**config.mk**
```make
export PLATFORM = sky130hd
export DESIGN_NAME = rails_feeder_flat
export DESIGN_NICKNAME = d
export VERILOG_FILES = /design/src/rtl/rails_pkg.sv /design/src/rtl/rails_feeder_if.sv /design/src/rtl/rails_perm_check.sv /design/src/rtl/rails_feeder.sv /design/src/flat_wrapper.sv
export SDC_FILE = /design/constraint.sdc
export NUM_CORES = 1
export LEC_CHECK = 0
export ABC_CLOCK_PERIOD_IN_PS = 4300
export BUFFER_PORTS_ARGS = -buffer_cell sky130_fd_sc_hd__buf_4
export CORE_MARGIN = 10
export CORE_UTILIZATION = 55
export DETAILED_ROUTE_END_ITERATION = 7
export PLACE_DENSITY = 0.72
export RECOVER_POWER = 100
export REMOVE_ABC_BUFFERS = 1
export SKIP_CTS_REPAIR_TIMING = 1
export SLEW_MARGIN = 20
export SYNTH_ARGS = -nofsm -noshare
export SYNTH_HDL_FRONTEND = slang
export SYNTH_SLANG_ARGS = --single-unit
```
**constraint.sdc**
```tcl
create_clock -name clk -period 4.3 [get_ports clk]
set_input_delay 0.645 -clock clk [delete_from_list [all_inputs] [get_ports clk]]
set_output_delay 0.645 -clock clk [all_outputs]
set_load 0.02 [all_outputs]
```
**src/rtl/rails_pkg.sv**
```systemverilog
// Shared definitions for the rails feeder: FSM states, buffer depth,
// nibble width and the value driven onto the checker bus while idle.
package rails_pkg;

    localparam int MAX_N = 10;
    localparam int DW    = 4;
    localparam int IDX_W = $clog2(MAX_N + 1);

    localparam logic [DW-1:0] IDLE_NIBBLE = '0;
    localparam logic [DW-1:0] MAX_N_NIB   = DW'(MAX_N);

    typedef enum logic [2:0] {
        IDLE,
        LOAD,
        SEND,
        WAIT,
        REPORT
    } state_t;

endpackage

```
**src/rtl/rails_feeder_if.sv**
```systemverilog
// Host and checker signal bundle for the rails feeder.
// The slave modport is the feeder's view; master is the host/checker side.
interface rails_feeder_if;
    import rails_pkg::*;

    logic          in_valid;
    logic          in_ready;
    logic [DW-1:0] in_data;
    logic [DW-1:0] data;
    logic          chk_valid;
    logic          chk_result;
    logic          out_valid;
    logic          out_result;
    logic          out_malformed;
    logic          out_timeout;
    logic          busy;

    modport slave (
        input  in_valid, in_data, chk_valid, chk_result,
        output in_ready, data, out_valid, out_result, out_malformed,
               out_timeout, busy
    );

    modport master (
        output in_valid, in_data, chk_valid, chk_result,
        input  in_ready, data, out_valid, out_result, out_malformed,
               out_timeout, busy
    );

endinterface

```
**src/rtl/rails_perm_check.sv**
```systemverilog
// Incremental permutation checker: remembers which values 1..N have been
// seen and flags any element that is zero, above N, or repeated.
// o_bad already includes the element presented this cycle, so the caller
// can decide on the last element without waiting a cycle.
module rails_perm_check
    import rails_pkg::*;
(
    input  logic          clk,
    input  logic          reset,
    input  logic          i_clear,
    input  logic          i_elemValid,
    input  logic [DW-1:0] i_elem,
    input  logic [DW-1:0] i_n,
    output logic          o_bad
);

    localparam int MASK_W = 1 << DW;

    logic [MASK_W-1:0] r_seen;
    logic              r_bad;
    logic              w_elemBad;

    // Classify the element currently on the input.
    always_comb begin
        w_elemBad = (i_elem == IDLE_NIBBLE) || (i_elem > i_n) || r_seen[i_elem];
    end

    assign o_bad = r_bad | (i_elemValid & w_elemBad);

    // Seen-mask and sticky bad flag, cleared at the start of each pattern.
    always_ff @(posedge clk or posedge reset) begin
        if (reset) begin
            r_seen <= '0;
            r_bad  <= 1'b0;
        end else if (i_clear) begin
            r_seen <= '0;
            r_bad  <= 1'b0;
        end else if (i_elemValid) begin
            r_bad <= o_bad;
            if (!w_elemBad) begin
                r_seen[i_elem] <= 1'b1;
            end
        end
    end

endmodule

```
**src/rtl/rails_feeder.sv**
```systemverilog
// Rails feeder: loads a pattern from the host, validates it as a
// permutation of 1..N, replays it to the checker and reports the verdict.
// Optional statistics counters are enabled by defining RAILS_FEEDER_STATS_EN.
module rails_feeder
    import rails_pkg::*;
#(
    parameter int TIMEOUT = 255
) (
    input  logic           clk,
    input  logic           reset,
    rails_feeder_if.slave  bus
`ifdef RAILS_FEEDER_STATS_EN
    ,
    output logic [7:0]     pass_cnt,
    output logic [7:0]     fail_cnt,
    output logic [7:0]     err_cnt
`endif
);

    localparam int TW = $clog2(TIMEOUT + 1);

    state_t            r_state;
    state_t            w_nextState;
    logic [IDX_W-1:0]  r_n;
    logic [IDX_W-1:0]  r_idx;
    logic [DW-1:0]     r_buf [MAX_N];
    logic [TW-1:0]     r_timer;
    logic              r_result;
    logic              r_malformed;
    logic              r_timeout;

    logic              w_inReady;
    logic [DW-1:0]     w_data;
    logic              w_outValid;
    logic              w_outResult;
    logic              w_hdrValid;
    logic              w_hdrOk;
    logic              w_lastElem;
    logic              w_timerDone;
    logic              w_bad;

    assign w_hdrValid  = bus.in_valid && (bus.in_data != IDLE_NIBBLE);
    assign w_hdrOk     = bus.in_data <= MAX_N_NIB;
    assign w_lastElem  = (r_idx == r_n - 1'b1);
    assign w_timerDone = (r_timer == TW'(TIMEOUT - 1));

    rails_perm_check u_permCheck (
        .clk         (clk),
        .reset       (reset),
        .i_clear     ((r_state == IDLE) && w_hdrValid),
        .i_elemValid ((r_state == LOAD) && bus.in_valid),
        .i_elem      (bus.in_data),
        .i_n         (DW'(r_n)),
        .o_bad       (w_bad)
    );

    // State register.
    always_ff @(posedge clk or posedge reset) begin
        if (reset) begin
            r_state <= IDLE;
        end else begin
            r_state <= w_nextState;
        end
    end

    // Next-state and output decode.
    always_comb begin
        w_nextState = r_state;
        w_inReady   = 1'b0;
        w_data      = IDLE_NIBBLE;
        w_outValid  = 1'b0;
        case (r_state)
            IDLE: begin
                w_inReady = 1'b1;
                if (w_hdrValid) begin
                    w_nextState = w_hdrOk ? LOAD : REPORT;
                end
            end
            LOAD: begin
                w_inReady = 1'b1;
                if (bus.in_valid && w_lastElem) begin
                    w_nextState = w_bad ? REPORT : SEND;
                end
            end
            SEND: begin
                w_data = (r_idx == '0) ? DW'(r_n) : r_buf[r_idx - 1'b1];
                if (r_idx == r_n) begin
                    w_nextState = WAIT;
                end
            end
            WAIT: begin
                if (bus.chk_valid || w_timerDone) begin
                    w_nextState = REPORT;
                end
            end
            REPORT: begin
                w_outValid  = 1'b1;
                w_nextState = IDLE;
            end
            default: w_nextState = IDLE;
        endcase
    end

    // Pattern buffer, index/timer counters and latched status.
    always_ff @(posedge clk or posedge reset) begin
        if (reset) begin
            r_n         <= '0;
            r_idx       <= '0;
            r_timer     <= '0;
            r_result    <= 1'b0;
            r_malformed <= 1'b0;
            r_timeout   <= 1'b0;
            for (int i = 0; i < MAX_N; i++) begin
                r_buf[i] <= '0;
            end
        end else begin
            case (r_state)
                IDLE: begin
                    if (w_hdrValid) begin
                        r_result  <= 1'b0;
                        r_timeout <= 1'b0;
                        r_idx     <= '0;
                        r_timer   <= '0;
                        if (w_hdrOk) begin
                            r_n         <= IDX_W'(bus.in_data);
                            r_malformed <= 1'b0;
                        end else begin
                            r_malformed <= 1'b1;
                        end
                    end
                end
                LOAD: begin
                    if (bus.in_valid) begin
                        r_buf[r_idx] <= bus.in_data;
                        if (w_lastElem) begin
                            r_idx       <= '0;
                            r_malformed <= w_bad;
                        end else begin
                            r_idx <= r_idx + 1'b1;
                        end
                    end
                end
                SEND: begin
                    if (r_idx == r_n) begin
                        r_idx   <= '0;
                        r_timer <= '0;
                    end else begin
                        r_idx <= r_idx + 1'b1;
                    end
                end
                WAIT: begin
                    if (bus.chk_valid) begin
                        r_result <= bus.chk_result;
                    end else if (w_timerDone) begin
                        r_timeout <= 1'b1;
                    end else if (r_timer != '1) begin
                        r_timer <= r_timer + 1'b1;
                    end
                end
                default: begin
                end
            endcase
        end
    end

    assign w_outResult       = w_outValid & r_result & ~r_malformed & ~r_timeout;
    assign bus.in_ready      = w_inReady;
    assign bus.data          = w_data;
    assign bus.out_valid     = w_outValid;
    assign bus.out_result    = w_outResult;
    assign bus.out_malformed = w_outValid & r_malformed;
    assign bus.out_timeout   = w_outValid & r_timeout;
    assign bus.busy          = (r_state != IDLE);

`ifdef RAILS_FEEDER_STATS_EN
    // Saturating pass/fail/error tallies, updated on each report.
    always_ff @(posedge clk or posedge reset) begin
        if (reset) begin
            pass_cnt <= '0;
            fail_cnt <= '0;
            err_cnt  <= '0;
        end else if (r_state == REPORT) begin
            if (w_outResult) begin
                if (pass_cnt != 8'hFF) pass_cnt <= pass_cnt + 8'd1;
            end else begin
                if (fail_cnt != 8'hFF) fail_cnt <= fail_cnt + 8'd1;
            end
            if (r_malformed || r_timeout) begin
                if (err_cnt != 8'hFF) err_cnt <= err_cnt + 8'd1;
            end
        end
    end
`endif

endmodule

```
**src/flat_wrapper.sv**
```systemverilog
// flat-port wrapper written by rule: the top's interface ports become plain ports
module rails_feeder_flat import rails_pkg::*;
#(
    parameter int TIMEOUT = 255
)
  (clk, reset, bus_in_valid, bus_in_data, bus_chk_valid, bus_chk_result, bus_in_ready, bus_data, bus_out_valid, bus_out_result, bus_out_malformed, bus_out_timeout, bus_busy);
  rails_feeder_if bus_i ();
  input  logic clk;
  input  logic reset;
  input wire logic [$bits(bus_i.in_valid)-1:0] bus_in_valid;
  input wire logic [$bits(bus_i.in_data)-1:0] bus_in_data;
  input wire logic [$bits(bus_i.chk_valid)-1:0] bus_chk_valid;
  input wire logic [$bits(bus_i.chk_result)-1:0] bus_chk_result;
  output wire logic [$bits(bus_i.in_ready)-1:0] bus_in_ready;
  output wire logic [$bits(bus_i.data)-1:0] bus_data;
  output wire logic [$bits(bus_i.out_valid)-1:0] bus_out_valid;
  output wire logic [$bits(bus_i.out_result)-1:0] bus_out_result;
  output wire logic [$bits(bus_i.out_malformed)-1:0] bus_out_malformed;
  output wire logic [$bits(bus_i.out_timeout)-1:0] bus_out_timeout;
  output wire logic [$bits(bus_i.busy)-1:0] bus_busy;
  assign bus_i.in_valid = bus_in_valid;
  assign bus_i.in_data = bus_in_data;
  assign bus_i.chk_valid = bus_chk_valid;
  assign bus_i.chk_result = bus_chk_result;
  assign bus_in_ready = bus_i.in_ready;
  assign bus_data = bus_i.data;
  assign bus_out_valid = bus_i.out_valid;
  assign bus_out_result = bus_i.out_result;
  assign bus_out_malformed = bus_i.out_malformed;
  assign bus_out_timeout = bus_i.out_timeout;
  assign bus_busy = bus_i.busy;
  rails_feeder #(.TIMEOUT(TIMEOUT)) u_core (.clk(clk), .reset(reset), .bus(bus_i));
endmodule
```
# After elaboration in Yosys (flattened, before gate mapping)
# Cells that the tools add are included.
# W data, S select, Z words.
[op_classes]
muxes = 48
magnitude_cmp = 7
add_sub_neg = 4
n_bitwise = 12
reduce_logical = 29
eq_ne = 20
[op_table]
columns = ["operator", "n"]
rows = [
  ["$mux W16", 3],
  ["$bwmux W40", 1],
  ["$mux W8", 5],
  ["$mux W4", 9],
  ["$pmux W8 S3", 1],
  ["$mux W3", 6],
  ["$bmux W4 S4", 1],
  ["$demux W4 S4", 1],
  ["$or A16 B16 Y16", 1],
  ["$mux W1", 14],
  ["$ne A2 B1 Y1 const B", 6],
  ["$ne A2 B2 Y1 const B", 6],
  ["$pmux W3 S4", 1],
  ["$pmux W4 S3", 1],
  ["$reduce_and A4 Y1", 3],
  ["$ge A5 B5 Y1 const B", 2],
  ["$not A4 Y5", 2],
  ["$reduce_and A3 Y1", 3],
  ["$reduce_bool A3 Y1", 3],
  ["$add A8 B1 Y8 const B", 1],
  ["$eq A4 B4 Y1", 2],
  ["$eq A8 B8 Y1 const B", 1],
  ["$logic_not A4 Y1", 2],
  ["$ne A8 B8 Y1 const B", 1],
  ["other kinds (24)", 44],
]
[totals]
register_bits = 79
in_bits = 9

# Longest topological paths before layout
[logic_depth]
ltp_word = 8
mapped_depth = 10
ltp_nobuf = 8

# Cells and area by module
# Synthesis repeated with hierarchy kept, for this count alone.
[unflattened]
hier_cells = 390
hier_area_um2 = 4354.2
[by_module_without_submodules]
columns = ["module", "area_per_inst_um2", "cells_per_inst", "instances"]
rows = [
  ["rails_feeder", 3374.5, 296, 1],
  ["rails_perm_check", 979.7, 94, 1],
]

# Worst setup path before layout
# OpenSTA, ideal clock, no wires.
[synth_timing]
kind = "register to output"
startpoint = "reg u_core.r_idx[0]"
endpoint = "out bus_data[0]"
stages_incl_launch_ff = 11
setup_slack_ps = 903
path_buffers = 3
required_ps = 3655
arrival_ps = 2752
cell_sequence = "dfrtp_1 buf_2 buf_2 inv_1 ha_1 clkbuf_1 inv_1 or3_1 o21ai_0 a21oi_1 a211oi_1"
[synth_between]
elab_chain_cells = 7
[synth_lines]
columns = ["item", "line_no", "rtl"]
rows = [
  ["start, declared", "rails_feeder.sv:25", "logic [IDX_W-1:0] r_idx;"],
  ["start signal, assigned", "rails_feeder.sv:139", "r_idx <= r_idx + 1'b1;"],
  ["start signal, assigned", "rails_feeder.sv:148", "r_idx <= r_idx + 1'b1;"],
  ["$sub A4 B1 Y4", "rails_feeder.sv:86", "w_data = (r_idx == '0) ? DW'(r_n) : r_buf[r_idx - 1'b1];"],
  ["$not A4 Y5 (implied by the code)", "rails_feeder.sv:86", ""],
  ["$bmux W4 S4", "rails_feeder.sv:86", ""],
  ["$mux W4 (implied by the code) (2 in series)", "rails_feeder.sv:86", ""],
  ["$mux W4 (*)", "rails_feeder.sv:86", ""],
  ["$mux W4 (*)", "rails_feeder.sv:72", "case (r_state)"],
  ["end, declared", "flat_wrapper.sv:15", "output wire logic [$bits(bus_i.data)-1:0] bus_data;"],
]
# Every way passes the cells marked *; elsewhere a longest branch is shown, timed or not. The select of a mux whose other input is x is not followed.

# Final worst setup path
[layout_timing]
startpoint = "reg u_core.r_idx[1]"
endpoint = "out bus_data[2]"
# Same word-level chain as after synthesis.

==> results_dict.tcl <==
set metrics [dict create \
    status "finished, violations left" \
    violations "capacitance limit, slew limit" \
    wl_um 9250 \
    numPlacedInstances 503 \
    worstMarginPinSlew_ps 1600 \
    final_max_slew_viol_count 44 \
    drv_cap 1 \
    irDropWorstVdd_mv 0.245 \
    synth_flop_cell "dfrtp_1" \
    place.port_buffers 18 \
    finalInstanceArea_um2 4570 \
    row_count 31 \
    dr_wl_met2_um 4410 \
    p_comb_frac 0.409 \
    post-route-drc-count 0 \
    vias 3114 \
    synth_cell_type_count 60 \
    die_w_um 108 \
    grt_pass1_vias 3086 \
    hp-class "flip-flop to flip-flop" \
    setup_viol 0 \
    period_needed_ps 3620 \
    grt_overflow 0 \
    rsz0062_at_grt "false" \
    clock_skew_ps 6.42 \
    numCtsBuffers 9 \
    coreArea_um2 7370 \
    cts_tree "yes" \
    die_h_um 108 \
    antenna_found_initial 0 \
    layout_common_cells "dfrtp_1 (79), nand2_1 (51), o21ai_0 (37)" \
    final_hold_viol_count 0 \
    critPathRequiredTime_ps 3650 \
    timing.final.crit_share 0.842 \
    placed_area_um2 4410 \
    wl_met3_um 293 \
    dp_hpwl_um 6440 \
    cp_max_fo 9 \
    grt_max_degree 44 \
    drt-vias-per-instance 6.00 \
    seq_area_frac_synth 0.468 \
    synthCells 406 \
    finalNetCount 436 \
    power.density_nw_per_um2 646 \
    p_int_mw 1.80 \
    wire_per_inst_um 17.8 \
    grt_usage 0.169 \
    slew_headroom -0.0661 \
    end_kind "primary output" \
    initial_core_util 0.574 \
    cts_sinks 79 \
    syn_area_per_cell_um2 10.4 \
    num_antenna_cells 0 \
    synth-edff-count 0 \
    syn_to_final_growth_pct 8.23 \
    clock_power_share 0.210 \
    drive_gt1_frac 0.145 \
    synthArstFlopShare 1.00 \
    h-tree-depth 3 \
    ant_nets 0 \
    firstDrtPassIters 4 \
    power_frac_seq 0.381 \
    start_kind "flip-flop" \
    finalNonFillerCells 519 \
    totalPowerFinal_mw 2.95 \
    fmax_mhz 276 \
    crit_arrival_ps 2980 \
    drtIter0Drc 140 \
    power_switching_mw 1.15 \
    met1_length_um 4350 \
    highest_layer "met4" \
    worst-setup-path-type "flip-flop to primary output" \
    syn_area_um2 4230 \
    clkTransAtPathRegs_ps 80 \
    clockBufferDepth 2 \
    grt_pass1_wl_um 15700 \
    swShare 0.391 \
    insertion_delay_ps 360 \
    synth-seq-cells 79 \
    io_pins 19 \
    tns_ps 0 \
    p_leak_nw 2.03 \
    die_area_um2 11600 \
    yosys_warnings 0 \
    gp_congestion 0.852 \
    clockRootBuffer "clkbuf_8" \
    final_common_cell "dfrtp_1" \
]
## synthesized netlist by cell type, types with 5 or more instances
master	count	area (um^2)
a21oi_1	15	75.1
a32o_1	9	90.1
and2_1	7	43.8
and3_1	6	37.5
buf_2	5	25.0
clkbuf_1	15	56.3
dfrtp_1	79	1980
ha_1	12	150
inv_1	13	48.8
mux2_2	24	270
mux2i_1	6	60.1
mux4_2	9	203
nand2_1	51	191
nand3_1	9	45.0
nor2_1	23	86.3
nor3_1	12	60.1
o21ai_0	36	180
or3_1	6	37.5
xnor2_1	8	70.1
## layout make-up
type | count | area (um^2)
flip-flops and latches | 79 | 1980
clock inverters | 7 | 97.6
repair buffers | 20 | 116
well taps | 99 | 124
fillers | 629 | 2800
multi-input cells | 291 | 2080
inverters | 14 | 52.6
clock buffers | 9 | 124
## power groups by stage
stage | sequential [mW] | combinational, mW | clock, mW
6_report | 1.13 | 1.21 | 0.619
5_1_grt | 1.16 | 1.34 | 0.666
3_3_place_gp | 1.13 | 1.20 | 0
4_1_cts | 1.12 | 1.24 | 0.630
3_5_place_dp | 1.14 | 1.23 | 0
2_1_floorplan | 1.11 | 0.915 | 0
## sequential cells by signal, summed over array words and instances, names as in the netlist
signal / flops
u_core.r_state: 3
u_core.u_permCheck.r_bad: 1
u_core.r_idx: 4
u_core.r_n: 4
u_core.r_buf: 40
u_core.r_timer: 8
u_core.u_permCheck.r_seen: 16
u_core.r_timeout: 1
u_core.r_result: 1
u_core.r_malformed: 1
## final timing paths
path                                                    from                             to  slack (ps)  cells past startpoint
max in group asynchronous                              reset               u_core.r_timeout        2260                      3
worst min register to register  u_core.u_permCheck.r_seen[3]   u_core.u_permCheck.r_seen[3]         480                      2
worst min-delay path            u_core.u_permCheck.r_seen[3]   u_core.u_permCheck.r_seen[3]         480                      2
worst max-delay path                         u_core.r_idx[1]                    bus_data[2]         680                      8
min in group asynchronous                              reset   u_core.u_permCheck.r_seen[2]         770                      2
worst max register to register             u_core.r_state[2]  u_core.u_permCheck.r_seen[10]        1680                      4
## through the flow
step | util | worst slack [ps] | hold slack (ps)
after floorplan | - | 960 | 438
after detailed placement | 0.598 | 1270 | 464
after global routing | 0.621 | 574 | 508
after CTS | 0.628 | 815 | 486
after global placement | 0.598 | 1380 | 454
final | 0.621 | 680 | 480
## critical path, cell delays in order, from the launching register on
cell      delay (ps)
dfrtp_1          510
inv_1            130
ha_1             550
inv_1            130
or3_1            450
o21ai_0          230
a21oi_1           70
a211oi_1         250
clkbuf_1         280
## cells by family (layout without fill, tap and decap cells)
kind of cell | Yosys count | after routing | synth area share
AO/OA/AOI/OAI | 89 | 89 | 0.138
XOR/XNOR | 12 | 12 | 0.0284
adder cells (fa/ha/maj) | 12 | 12 | 0.0355
buffers and inverters | 36 | 50 | 0.0343
flip-flops | 79 | 79 | 0.468
multiplexers | 40 | 40 | 0.132
AND/OR/NAND/NOR | 138 | 138 | 0.163
## metal layers
| layer | GRT usage | vias up |
|---|---|---|
| met5 | 0 | - |
| met1 | 0.225 | 1552 |
| met2 | 0.259 | 62 |
| met4 | 0.0677 | 0 |
| li1 | - | 1486 |
| met3 | 0.0389 | 14 |
Note: power is estimated with default switching activity, not from simulation.
